## config.mk

```make
export PLATFORM = sky130hd
export DESIGN_NAME = ecc_spi_host
export DESIGN_NICKNAME = d
export VERILOG_FILES = /design/src/rtl/ecc_spi_pkg.sv /design/src/rtl/ecc_spi_byte_master.sv /design/src/rtl/ecc_spi_host.sv
export SDC_FILE = /design/constraint.sdc
export NUM_CORES = 1
export LEC_CHECK = 0
export CAP_MARGIN = 20
export CELL_PAD_IN_SITES_DETAIL_PLACEMENT = 0
export CELL_PAD_IN_SITES_GLOBAL_PLACEMENT = 2
export CORE_ASPECT_RATIO = 0.6
export CORE_UTILIZATION = 37
export CTS_CLUSTER_SIZE = 25
export DETAILED_ROUTE_END_ITERATION = 8
export PLACE_DENSITY = 0.87
export SYNTH_ARGS = -nofsm -noshare
export SYNTH_HDL_FRONTEND = slang
export SYNTH_HIERARCHICAL = 1
export SYNTH_SLANG_ARGS = --single-unit
```

## constraint.sdc

```tcl
create_clock -name clk -period 6.14 [get_ports clk]
set_input_delay 1.228 -clock clk [delete_from_list [all_inputs] [get_ports clk]]
set_output_delay 1.228 -clock clk [all_outputs]
set_load 0.01 [all_outputs]
```

## src/rtl/ecc_spi_pkg.sv

```systemverilog
// Shared constants and state encodings for the ECC accelerator SPI host.
package ecc_spi_pkg;

  localparam logic [7:0] X_BASE   = 8'h10;
  localparam logic [7:0] Y_BASE   = 8'h20;
  localparam logic [7:0] GO       = 8'hFF;
  localparam logic [7:0] RDX_BASE = 8'h80;
  localparam logic [7:0] RDY_BASE = 8'h90;
  localparam logic [7:0] STATUS   = 8'hF0;

  typedef enum logic [3:0] {
    ST_IDLE, ST_WR_X, ST_WR_Y, ST_WR_GO, ST_ARM, ST_WAIT_HI,
    ST_RD_X, ST_RD_Y, ST_RELEASE, ST_WAIT_LO, ST_FINISH
  } job_state_e;

  typedef enum logic [1:0] {BM_IDLE, BM_SHIFT, BM_GAP} bm_state_e;

  function automatic logic [7:0] byte_addr(input logic [7:0] base, input logic [3:0] idx);
    return base + {4'b0000, idx};
  endfunction

endpackage

```

## src/rtl/ecc_spi_byte_master.sv

```systemverilog
// One 16-bit SPI mode-0 frame (address byte then data byte) per request.
// ack pulses once the last MISO bit is captured, ahead of the CS_GAP tail.
module ecc_spi_byte_master
  import ecc_spi_pkg::*;
#(
  parameter int CLK_DIV = 4,
  parameter int CS_GAP  = 4
) (
  input  logic       clk,
  input  logic       rst_n,
  input  logic       req_i,
  input  logic [7:0] addr_i,
  input  logic [7:0] wdata_i,
  input  logic       rd_i,
  output logic       ack_o,
  output logic [7:0] rdata_o,
  output logic       spi_sclk_o,
  output logic       spi_mosi_o,
  output logic       spi_cs_n_o,
  input  logic       spi_miso_i
);

  localparam logic [7:0] DIV_LAST = 8'(CLK_DIV - 1);
  localparam logic [7:0] GAP_LAST = 8'(CS_GAP - 1);

  bm_state_e   state_q;
  logic [7:0]  cnt_q;
  logic [5:0]  phase_q;
  logic [15:0] tx_q;
  logic [7:0]  rx_q;
  logic        sclk_q, mosi_q, cs_n_q, ack_q;
  logic        launch_d;

  // A held request launches straight out of the gap so frames run back to back.
  assign launch_d = req_i && ((state_q == BM_IDLE) ||
                              (state_q == BM_GAP && cnt_q == GAP_LAST));

  always_ff @(posedge clk or negedge rst_n) begin
    if (!rst_n) begin
      state_q <= BM_IDLE;
      cnt_q   <= '0;
      phase_q <= '0;
      tx_q    <= '0;
      rx_q    <= '0;
      sclk_q  <= 1'b0;
      mosi_q  <= 1'b0;
      cs_n_q  <= 1'b1;
      ack_q   <= 1'b0;
    end else begin
      ack_q <= 1'b0;
      case (state_q)
        BM_SHIFT: begin
          if (cnt_q == DIV_LAST) begin
            cnt_q <= '0;
            if (phase_q == 6'd32) begin
              cs_n_q  <= 1'b1;
              state_q <= BM_GAP;
            end else begin
              phase_q <= phase_q + 6'd1;
              if (!phase_q[0]) begin
                sclk_q <= 1'b1;
                rx_q   <= {rx_q[6:0], spi_miso_i};
              end else begin
                sclk_q <= 1'b0;
                if (phase_q == 6'd31) begin
                  mosi_q <= 1'b0;
                  ack_q  <= 1'b1;
                end else begin
                  mosi_q <= tx_q[14];
                  tx_q   <= {tx_q[14:0], 1'b0};
                end
              end
            end
          end else begin
            cnt_q <= cnt_q + 8'd1;
          end
        end
        BM_GAP: begin
          if (cnt_q == GAP_LAST) begin
            cnt_q   <= '0;
            state_q <= BM_IDLE;
          end else begin
            cnt_q <= cnt_q + 8'd1;
          end
        end
        default: ;
      endcase
      if (launch_d) begin
        state_q <= BM_SHIFT;
        cs_n_q  <= 1'b0;
        sclk_q  <= 1'b0;
        cnt_q   <= '0;
        phase_q <= '0;
        tx_q    <= {addr_i, rd_i ? 8'h00 : wdata_i};
        mosi_q  <= addr_i[7];
      end
    end
  end

  assign ack_o      = ack_q;
  assign rdata_o    = rx_q;
  assign spi_sclk_o = sclk_q;
  assign spi_mosi_o = mosi_q;
  assign spi_cs_n_o = cs_n_q;

endmodule

```

## src/rtl/ecc_spi_host.sv

```systemverilog
// Job sequencer: loads X/Y into the ECC target over SPI, runs it via the GPIO
// handshake, then reads both result words back.
module ecc_spi_host
  import ecc_spi_pkg::*;
#(
  parameter int          CLK_DIV = 4,
  parameter int          CS_GAP  = 4,
  parameter int unsigned TIMEOUT = 16777216
) (
  input  logic         clk,
  input  logic         rst_n,
  input  logic         start,
  input  logic [127:0] point_x,
  input  logic [127:0] point_y,
  output logic         busy,
  output logic         done,
  output logic         error,
  output logic [127:0] result_x,
  output logic [127:0] result_y,
  output logic         spi_sclk,
  output logic         spi_mosi,
  output logic         spi_cs_n,
  input  logic         spi_miso,
  output logic         enable_gpio,
  input  logic         done_gpio
);

  localparam logic [31:0] TO_LAST = 32'(TIMEOUT - 1);

  job_state_e   state_q;
  logic         busy_q, done_q, error_q, en_q;
  logic         req_q, rd_q;
  logic [7:0]   addr_q, wdata_q;
  logic [3:0]   idx_q, idx_d;
  logic [31:0]  wait_q;
  logic [127:0] px_q, py_q, rx_q, ry_q;
  logic [1:0]   gsync_q;
  logic         gpio_s;
  logic         bm_ack;
  logic [7:0]   bm_rdata;

  assign idx_d  = idx_q + 4'd1;
  assign gpio_s = gsync_q[1];

  always_ff @(posedge clk or negedge rst_n) begin
    if (!rst_n) gsync_q <= 2'b00;
    else        gsync_q <= {gsync_q[0], done_gpio};
  end

  ecc_spi_byte_master #(.CLK_DIV(CLK_DIV), .CS_GAP(CS_GAP)) u_bm (
    .clk        (clk),
    .rst_n      (rst_n),
    .req_i      (req_q),
    .addr_i     (addr_q),
    .wdata_i    (wdata_q),
    .rd_i       (rd_q),
    .ack_o      (bm_ack),
    .rdata_o    (bm_rdata),
    .spi_sclk_o (spi_sclk),
    .spi_mosi_o (spi_mosi),
    .spi_cs_n_o (spi_cs_n),
    .spi_miso_i (spi_miso)
  );

  always_ff @(posedge clk or negedge rst_n) begin
    if (!rst_n) begin
      state_q <= ST_IDLE;
      busy_q  <= 1'b0;
      done_q  <= 1'b0;
      error_q <= 1'b0;
      en_q    <= 1'b0;
      req_q   <= 1'b0;
      rd_q    <= 1'b0;
      addr_q  <= '0;
      wdata_q <= '0;
      idx_q   <= '0;
      wait_q  <= '0;
      px_q    <= '0;
      py_q    <= '0;
      rx_q    <= '0;
      ry_q    <= '0;
    end else begin
      done_q <= 1'b0;
      case (state_q)
        ST_IDLE: if (start) begin
          busy_q  <= 1'b1;
          error_q <= 1'b0;
          px_q    <= point_x;
          py_q    <= point_y;
          idx_q   <= '0;
          req_q   <= 1'b1;
          rd_q    <= 1'b0;
          addr_q  <= X_BASE;
          wdata_q <= point_x[7:0];
          state_q <= ST_WR_X;
        end
        ST_WR_X: if (bm_ack) begin
          if (idx_q == 4'd15) begin
            idx_q   <= '0;
            addr_q  <= Y_BASE;
            wdata_q <= py_q[7:0];
            state_q <= ST_WR_Y;
          end else begin
            idx_q   <= idx_d;
            addr_q  <= byte_addr(X_BASE, idx_d);
            wdata_q <= px_q[8*idx_d +: 8];
          end
        end
        ST_WR_Y: if (bm_ack) begin
          if (idx_q == 4'd15) begin
            idx_q   <= '0;
            addr_q  <= GO;
            wdata_q <= 8'h00;
            state_q <= ST_WR_GO;
          end else begin
            idx_q   <= idx_d;
            addr_q  <= byte_addr(Y_BASE, idx_d);
            wdata_q <= py_q[8*idx_d +: 8];
          end
        end
        ST_WR_GO: if (bm_ack) begin
          req_q   <= 1'b0;
          state_q <= ST_ARM;
        end
        ST_ARM: begin
          en_q    <= 1'b1;
          wait_q  <= '0;
          state_q <= ST_WAIT_HI;
        end
        ST_WAIT_HI: begin
          if (gpio_s) begin
            req_q   <= 1'b1;
            rd_q    <= 1'b1;
            addr_q  <= RDX_BASE;
            wdata_q <= 8'h00;
            idx_q   <= '0;
            state_q <= ST_RD_X;
          end else if (wait_q == TO_LAST) begin
            error_q <= 1'b1;
            en_q    <= 1'b0;
            done_q  <= 1'b1;
            busy_q  <= 1'b0;
            state_q <= ST_IDLE;
          end else begin
            wait_q <= wait_q + 32'd1;
          end
        end
        // Result bytes land only on ack, i.e. after a whole byte was clocked in.
        ST_RD_X: if (bm_ack) begin
          rx_q[8*idx_q +: 8] <= bm_rdata;
          if (idx_q == 4'd15) begin
            idx_q   <= '0;
            addr_q  <= RDY_BASE;
            state_q <= ST_RD_Y;
          end else begin
            idx_q  <= idx_d;
            addr_q <= byte_addr(RDX_BASE, idx_d);
          end
        end
        ST_RD_Y: if (bm_ack) begin
          ry_q[8*idx_q +: 8] <= bm_rdata;
          if (idx_q == 4'd15) begin
            idx_q   <= '0;
            req_q   <= 1'b0;
            rd_q    <= 1'b0;
            state_q <= ST_RELEASE;
          end else begin
            idx_q  <= idx_d;
            addr_q <= byte_addr(RDY_BASE, idx_d);
          end
        end
        ST_RELEASE: begin
          en_q    <= 1'b0;
          wait_q  <= '0;
          state_q <= ST_WAIT_LO;
        end
        ST_WAIT_LO: begin
          if (!gpio_s) begin
            state_q <= ST_FINISH;
          end else if (wait_q == TO_LAST) begin
            error_q <= 1'b1;
            done_q  <= 1'b1;
            busy_q  <= 1'b0;
            state_q <= ST_IDLE;
          end else begin
            wait_q <= wait_q + 32'd1;
          end
        end
        ST_FINISH: begin
          done_q  <= 1'b1;
          busy_q  <= 1'b0;
          state_q <= ST_IDLE;
        end
        default: state_q <= ST_IDLE;
      endcase
    end
  end

  assign busy        = busy_q;
  assign done        = done_q;
  assign error       = error_q;
  assign result_x    = rx_q;
  assign result_y    = ry_q;
  assign enable_gpio = en_q;

endmodule

```

# --- Yosys cells after proc, flatten, opt, wreduce, memory -nomap -nowiden ---
# Index checks and enable logic that the tools add are counted.
word_totals:
  reg_bits: 619
  latch_bits: 0
  ramBits: 0
  mem_bits_ro: 0
  out_inout_bits: 263
  elab_cells: 225
  mem_count: 0
op_classes:
  n_addsub: 9
  n_mul: 0
  div: 0
  order_cmp: 0
  n_eq_ne: 38
  shift: 4
  n_mux: 105
  n_bitwise: 2
  reduce_logical: 42
ops:
  columns: ["op", "count"]
  rows:
  - ["bitwise mux 128 bit", 2]
  - ["variable part select 128 x 8 -> 8 bit", 2]
  - ["two-way mux 8 bit", 19]
  - ["variable shift 8 x 34 -> 128 bit, first input constant", 1]
  - ["variable part select 8 x 34 -> 128 bit", 1]
  - ["two-way mux 32 bit", 3]
  - ["case mux 32 bit (3 select lines)", 1]
  - ["two-way mux 15 bit", 6]
  - ["two-way mux 4 bit", 17]
  - ["case mux 8 bit (6 select lines)", 1]
  - ["case mux 4 bit (10 select lines)", 1]
  - ["two-way mux 1 bit", 37]
  - ["negator 7 -> 34 bit", 1]
  - ["adder 32 x 1 -> 32 bit, second input constant", 1]
  - ["equality test 32 x 24 -> 1 bit, second input constant", 1]
  - ["case mux 8 bit (4 select lines)", 1]
  - ["two-way mux 6 bit", 5]
  - ["AND reduction 4 bit", 6]
  - ["!= test 2 bit, second input constant", 10]
  - ["nonzero test 3 bit", 6]
  - ["adder 8 x 4 -> 8 bit, first input constant", 2]
  - ["equality test 4 x 3 -> 1 bit, second input constant", 4]
  - ["equality test 4 bit, second input constant", 4]
  - ["!= test 2 x 1 -> 1 bit, second input constant", 8]
  - ["35 further kinds", 60]

# --- Logic depth before layout (Yosys ltp) ---
depth:
  ltp_word: 7
  depth_mapped: 11
  mapped_depth_nobuf: 8

# --- Modules after synthesis ---
# The synthesis kept the hierarchy.
by_module_without_submodules:
  columns: ["module", "n_inst", "cells_each", "area_each_um2", "seq_area_each_um2"]
  rows:
  - ["ecc_spi_host", 1, 2093, 25532.0, 14413.8]
  - ["ecc_spi_byte_master", 1, 216, 2157.1, 1052.3]

# --- Least setup slack after synthesis ---
# Ideal clock, no wire load.
synth_timing:
  path_kind: "register to register"
  start: "register idx_q[0]"
  end: "register wdata_q[1]"
  setup_ps: 121
  arrival_ps: 2846
  required_ps: 6019
  setup_slack_ps: 3173
  stages_incl_launch_ff: 11
  cell_sequence: "dfrtp_1 > inv_1 > clkbuf_1 > ha_1 > buf_2 > buf_1 > mux4_2 > nor2_1 > a2bb2oi_1 > nand4b_1 > a22o_2"
synth_between:
  elab_chain_cells: 5
  word_cells_on_any_way: 9
synth_lines:
  columns: ["item", "line", "rtl"]
  rows:
  - ["start, declared", "ecc_spi_host.sv:34", "logic [3:0] idx_q, idx_d;"]
  - ["start signal, assigned", "ecc_spi_host.sv:104", "idx_q <= idx_d;"]
  - ["start signal, assigned", "ecc_spi_host.sv:116", "idx_q <= idx_d;"]
  - ["start signal, assigned", "ecc_spi_host.sv:156", "idx_q <= idx_d;"]
  - ["adder 4 x 1 -> 4 bit", "ecc_spi_host.sv:42", "assign idx_d = idx_q + 4'd1;"]
  - ["variable part select 128 x 8 -> 8 bit (on tied branches)", "ecc_spi_host.sv:118, ecc_spi_host.sv:106", null]
  - ["two-way mux 8 bit (on tied branches)", "ecc_spi_host.sv:110, ecc_spi_host.sv:98", null]
  - ["two-way mux 8 bit (on tied branches)", "ecc_spi_host.sv:109, ecc_spi_host.sv:97", null]
  - ["case mux 8 bit (4 select lines) (*)", "ecc_spi_host.sv:84", "case (state_q)"]
  - ["end signal, assigned", "ecc_spi_host.sv:94", "wdata_q <= point_x[7:0];"]
  - ["end signal, assigned", "ecc_spi_host.sv:106", "wdata_q <= px_q[8*idx_d +: 8];"]
  - ["end signal, assigned", "ecc_spi_host.sv:118", "wdata_q <= py_q[8*idx_d +: 8];"]
  - ["end, declared", "ecc_spi_host.sv:33", "logic [7:0] addr_q, wdata_q;"]
# Every way passes the cells marked *; elsewhere a longest branch is shown, timed or not. The select of a mux whose other input is x is not followed.
# A chain may end at the register's enable or synchronous reset.

# --- Final worst setup path ---
layout_timing:
  start: "register idx_q[0]"
  end: "register wdata_q[2]"
# The elaborated chain is that of the path after synthesis.

==> impl_results.md <==
- Synthesized area per cell: 11.99 um^2
- Main combinational cell family by area after synthesis: multiplexers
- Post-route setup slack: 2.007 ns
- Layout cells sized above 1: 0.2180
- # rows: 77
- Area share of xor/xnor cells in the synthesized design: 0.01283
- Pwr dens: 229.1 nW/um^2
- Internal: 6.476 mW
- CP Max Fanout: 41
- Seq/Total Area, Yosys: 0.5586
- Min Tclk post-route: 4.133 ns
- Setup violators final: 0
- Post-CTS Setup Bufs: 0
- CTS sink cnt: 618
- Top area cells in the synthesized netlist: dfrtp_1 (56%), mux2_2 (16%), nand2_1 (4.1%), o21ai_0 (2.9%), mux4_2 (2.4%)
- Setup_tns: 0 ns
- Core region area: 73,800 um^2
- Clk pwr share: 0.475
- Gr ovfl total: 0
- RSZ-0062 raised after global routing: false
- Initial Utilization: 0.3752
- Synth Area in Simple Gates: 0.1235
- Placed cells: 3,726
- Drc violations: 0
- Gate power share: 0.032
- Top FF cell, synth: dfrtp_1
- Complex-gate fraction of the synthesized area: 0.07293
- Via-to-Cell Ratio: 5.376
- Pre-CTS setup slack: 2.196 ns
- Area growth syn-to-layout: 30.24%
- Worst reg-to-reg setup slack: 2.01 ns
- Mux contribution to synthesized area: 0.2003
- Top cell type's share of synthesized area: 0.5576
- Post-CTS Resized: 0
- Worst Path Required: 6.71 ns
- Met3 GRT Util: 0.05262
- Hold slack: 0.4529 ns
- CTS Buf Count: 60
- Synth Register Bits: 618
- Sequential share of power: 0.493
- VDD IR max: 0.2060 mV
- Synth unique cells: 81
- Most common cell after layout, fill and taps aside: dfrtp_1
- Adder-Cell Fraction of Synth Area: 0.005423
- Largest net degree at the start of global routing: 160
- Initial drt markers: 1,715
- Worst skew pair latency: 0.63 ns
- Ys Warns: 6
- Io pins: 524
- Final hold vios: 0
- Gr usage total: 0.2417
- Worst min path class: reg2reg
- Die height: 213.9 um
- Hold EP: gsync_q[1]
- Setup Skew: 0.01817 ns
- GPL Wtd Cong: 0.8685
- Tot Pwr: 8.262 mW
- Routed Antenna Nets: 0
- Worst slew pin tran: 1.146 ns
- WL per Instance: 23.79 um
- Slew Viols, Final: 0
- Vias in the first global route: 21.12k
- Leakage: 15.93 nW
- Status: finished clean
- First-pass GRT wire length: 138,700 um
- Post-DP HPWL: 67,230 um
- RR Startpoint: idx_q[0]
- Vias: 20.69k
- Slew headroom: 0.2165
- GR Layer Usage met2: 0.3569
- Nets@finish: 3,078
- Die area: 75,970 um^2
- Final worst path period share: 0.6731
- CTS H-Tree Depth: 2
- Mapped Area: 27,690 um^2
- Fmax: 0.2420 GHz
- Post-synth EDFFs: 0
- # port buffers: 523
- Cells after Synth: 2,309
- Met1 usage: 0.3596
- Net switching power: 1.786 mW
- Share of flip-flops with an asynchronous set or reset: 1.000
- Post-Layout Cell Count: 3,849
- Gr busiest metal: met1
- WP data arrival: 4.70 ns
- Post-synthesis net count: 2,582
- R2r endpoint: wdata_q[2]
- TritonCTS clock tree: yes
- CTS clk-pin slew, worst paths: 0.07 ns
- Root Buffer: clkbuf_16
- First-pass DRT Iterations: 5
- Net Sw Frac: 0.2162
- Total wire length: 91,560 um
- Clk buf depth: 3
- Initial antenna violation count: 16
- CP Class: reg2reg
- Critical Path Start Type: flop
- Critical Path End Type: flop
- Die width: 355.2 um
- Hold path start: gsync_q[0]
- FF-to-FF path depth: 9
- Max Cap Viol: 0
- Most frequent cells in the layout: dfrtp_1 (616), clkdlybuf4s50_1 (522), mux2_2 (402)
- Hold Crit Depth: 0
- CTS hold repair buffers: 0
- Yosys top cell by area: dfrtp_1
per-layer routing:
layer | part of all wire | routed length, um | vias up
li1 | - | - | 9230
met1 | 0.48 | 43800 | 10800
met2 | 0.44 | 40600 | 542
met3 | 0.059 | 5398 | 112
met4 | 0.019 | 1705 | 8
met5 | 0.00055 | 50 | -
flip-flops by register name (all words and copies together) (netlist names), 6 cells and up:
signal	count
px_q	128
addr_q	8
result_x	128
result_y	128
u_bm/tx_q	15
wdata_q	8
py_q	128
u_bm/phase_q	6
wait_q	32
u_bm/cnt_q	8
u_bm/rdata_o	8
critical path, stage by stage, from the launching register on:
cell and delay (ns):
dfrtp_2 0.66, inv_1 0.40, ha_4 0.75, buf_4 0.55, nor2_1 0.13, buf_4 0.25
a32oi_1 0.83, a2bb2oi_1 0.15, nand4b_1 0.14, a22o_2 0.14
power by group through the flow:
stage | logic (mW) | clock network (mW) | registers [mW]
3_3_place_gp | 0.266 | 0 | 4.15
5_1_grt | 0.290 | 4.20 | 4.07
2_1_floorplan | 0.00392 | 0 | 4.15
4_1_cts | 0.271 | 4.03 | 4.07
3_5_place_dp | 0.270 | 0 | 4.15
6_report | 0.263 | 3.93 | 4.07
how the worst max path moves through the flow:
stage,from,endpoint,slack [ns],cells after the start
3_3_place_gp,idx_q[0],wdata_q[2],1.91,9
5_1_grt,idx_q[0],wdata_q[2],1.79,9
2_1_floorplan,idx_q[0],wdata_q[1],3.17,10
3_5_place_dp,idx_q[0],wdata_q[5],2.20,8
6_report,idx_q[0],wdata_q[2],2.01,9
4_1_cts,idx_q[0],wdata_q[5],2.17,8
cell type report:
cell class,instances,area (um^2)
Multi-Input combinational cell,1533,11550
Antenna cell,9,22.52
Fill cell,6563,37740
Clock buffer,77,1705
Inverter,29,108.9
Sequential cell,618,15470
Tap cell,987,1235
Clock inverter,33,377.9
Timing Repair Buffer,563,5597
through the flow:
stage | area, um^2 | utilization
5_1_grt | 36050 | 0.4886
4_1_cts | 36010 | 0.4879
2_1_floorplan | 27690 | -
3_5_place_dp | 33930 | 0.4597
6_report | 36060 | 0.4887
3_3_place_gp | 33900 | 0.4594
cell families (layout without fill, tap and decap cells):
| kind of cell | after synthesis | after routing |
|---|---|---|
| AOI/OAI and AO/OA | 331 | 331 |
| other | 0 | 9 |
| muxes | 461 | 461 |
| and+or+nand+nor | 691 | 691 |
| xor gates and xnor gates | 38 | 38 |
| DFF | 618 | 618 |
| adders and majority gates | 12 | 12 |
| buffers and inverters | 158 | 702 |
cells in the mapped netlist, drive strengths merged, types with 17 or more instances:
cell type / number
a21oi: 42
mux2: 402
nand2: 300
o21ai: 175
mux4: 33
inv: 29
buf: 64
nor3: 30
clkbuf: 65
a31oi: 23
xnor2: 32
nor4: 20
mux2i: 26
and3: 34
dfrtp: 617
nand3: 67
nand4: 23
nor2: 111
and2: 41
nor3b: 17
Power figures use the tool's default switching activity.
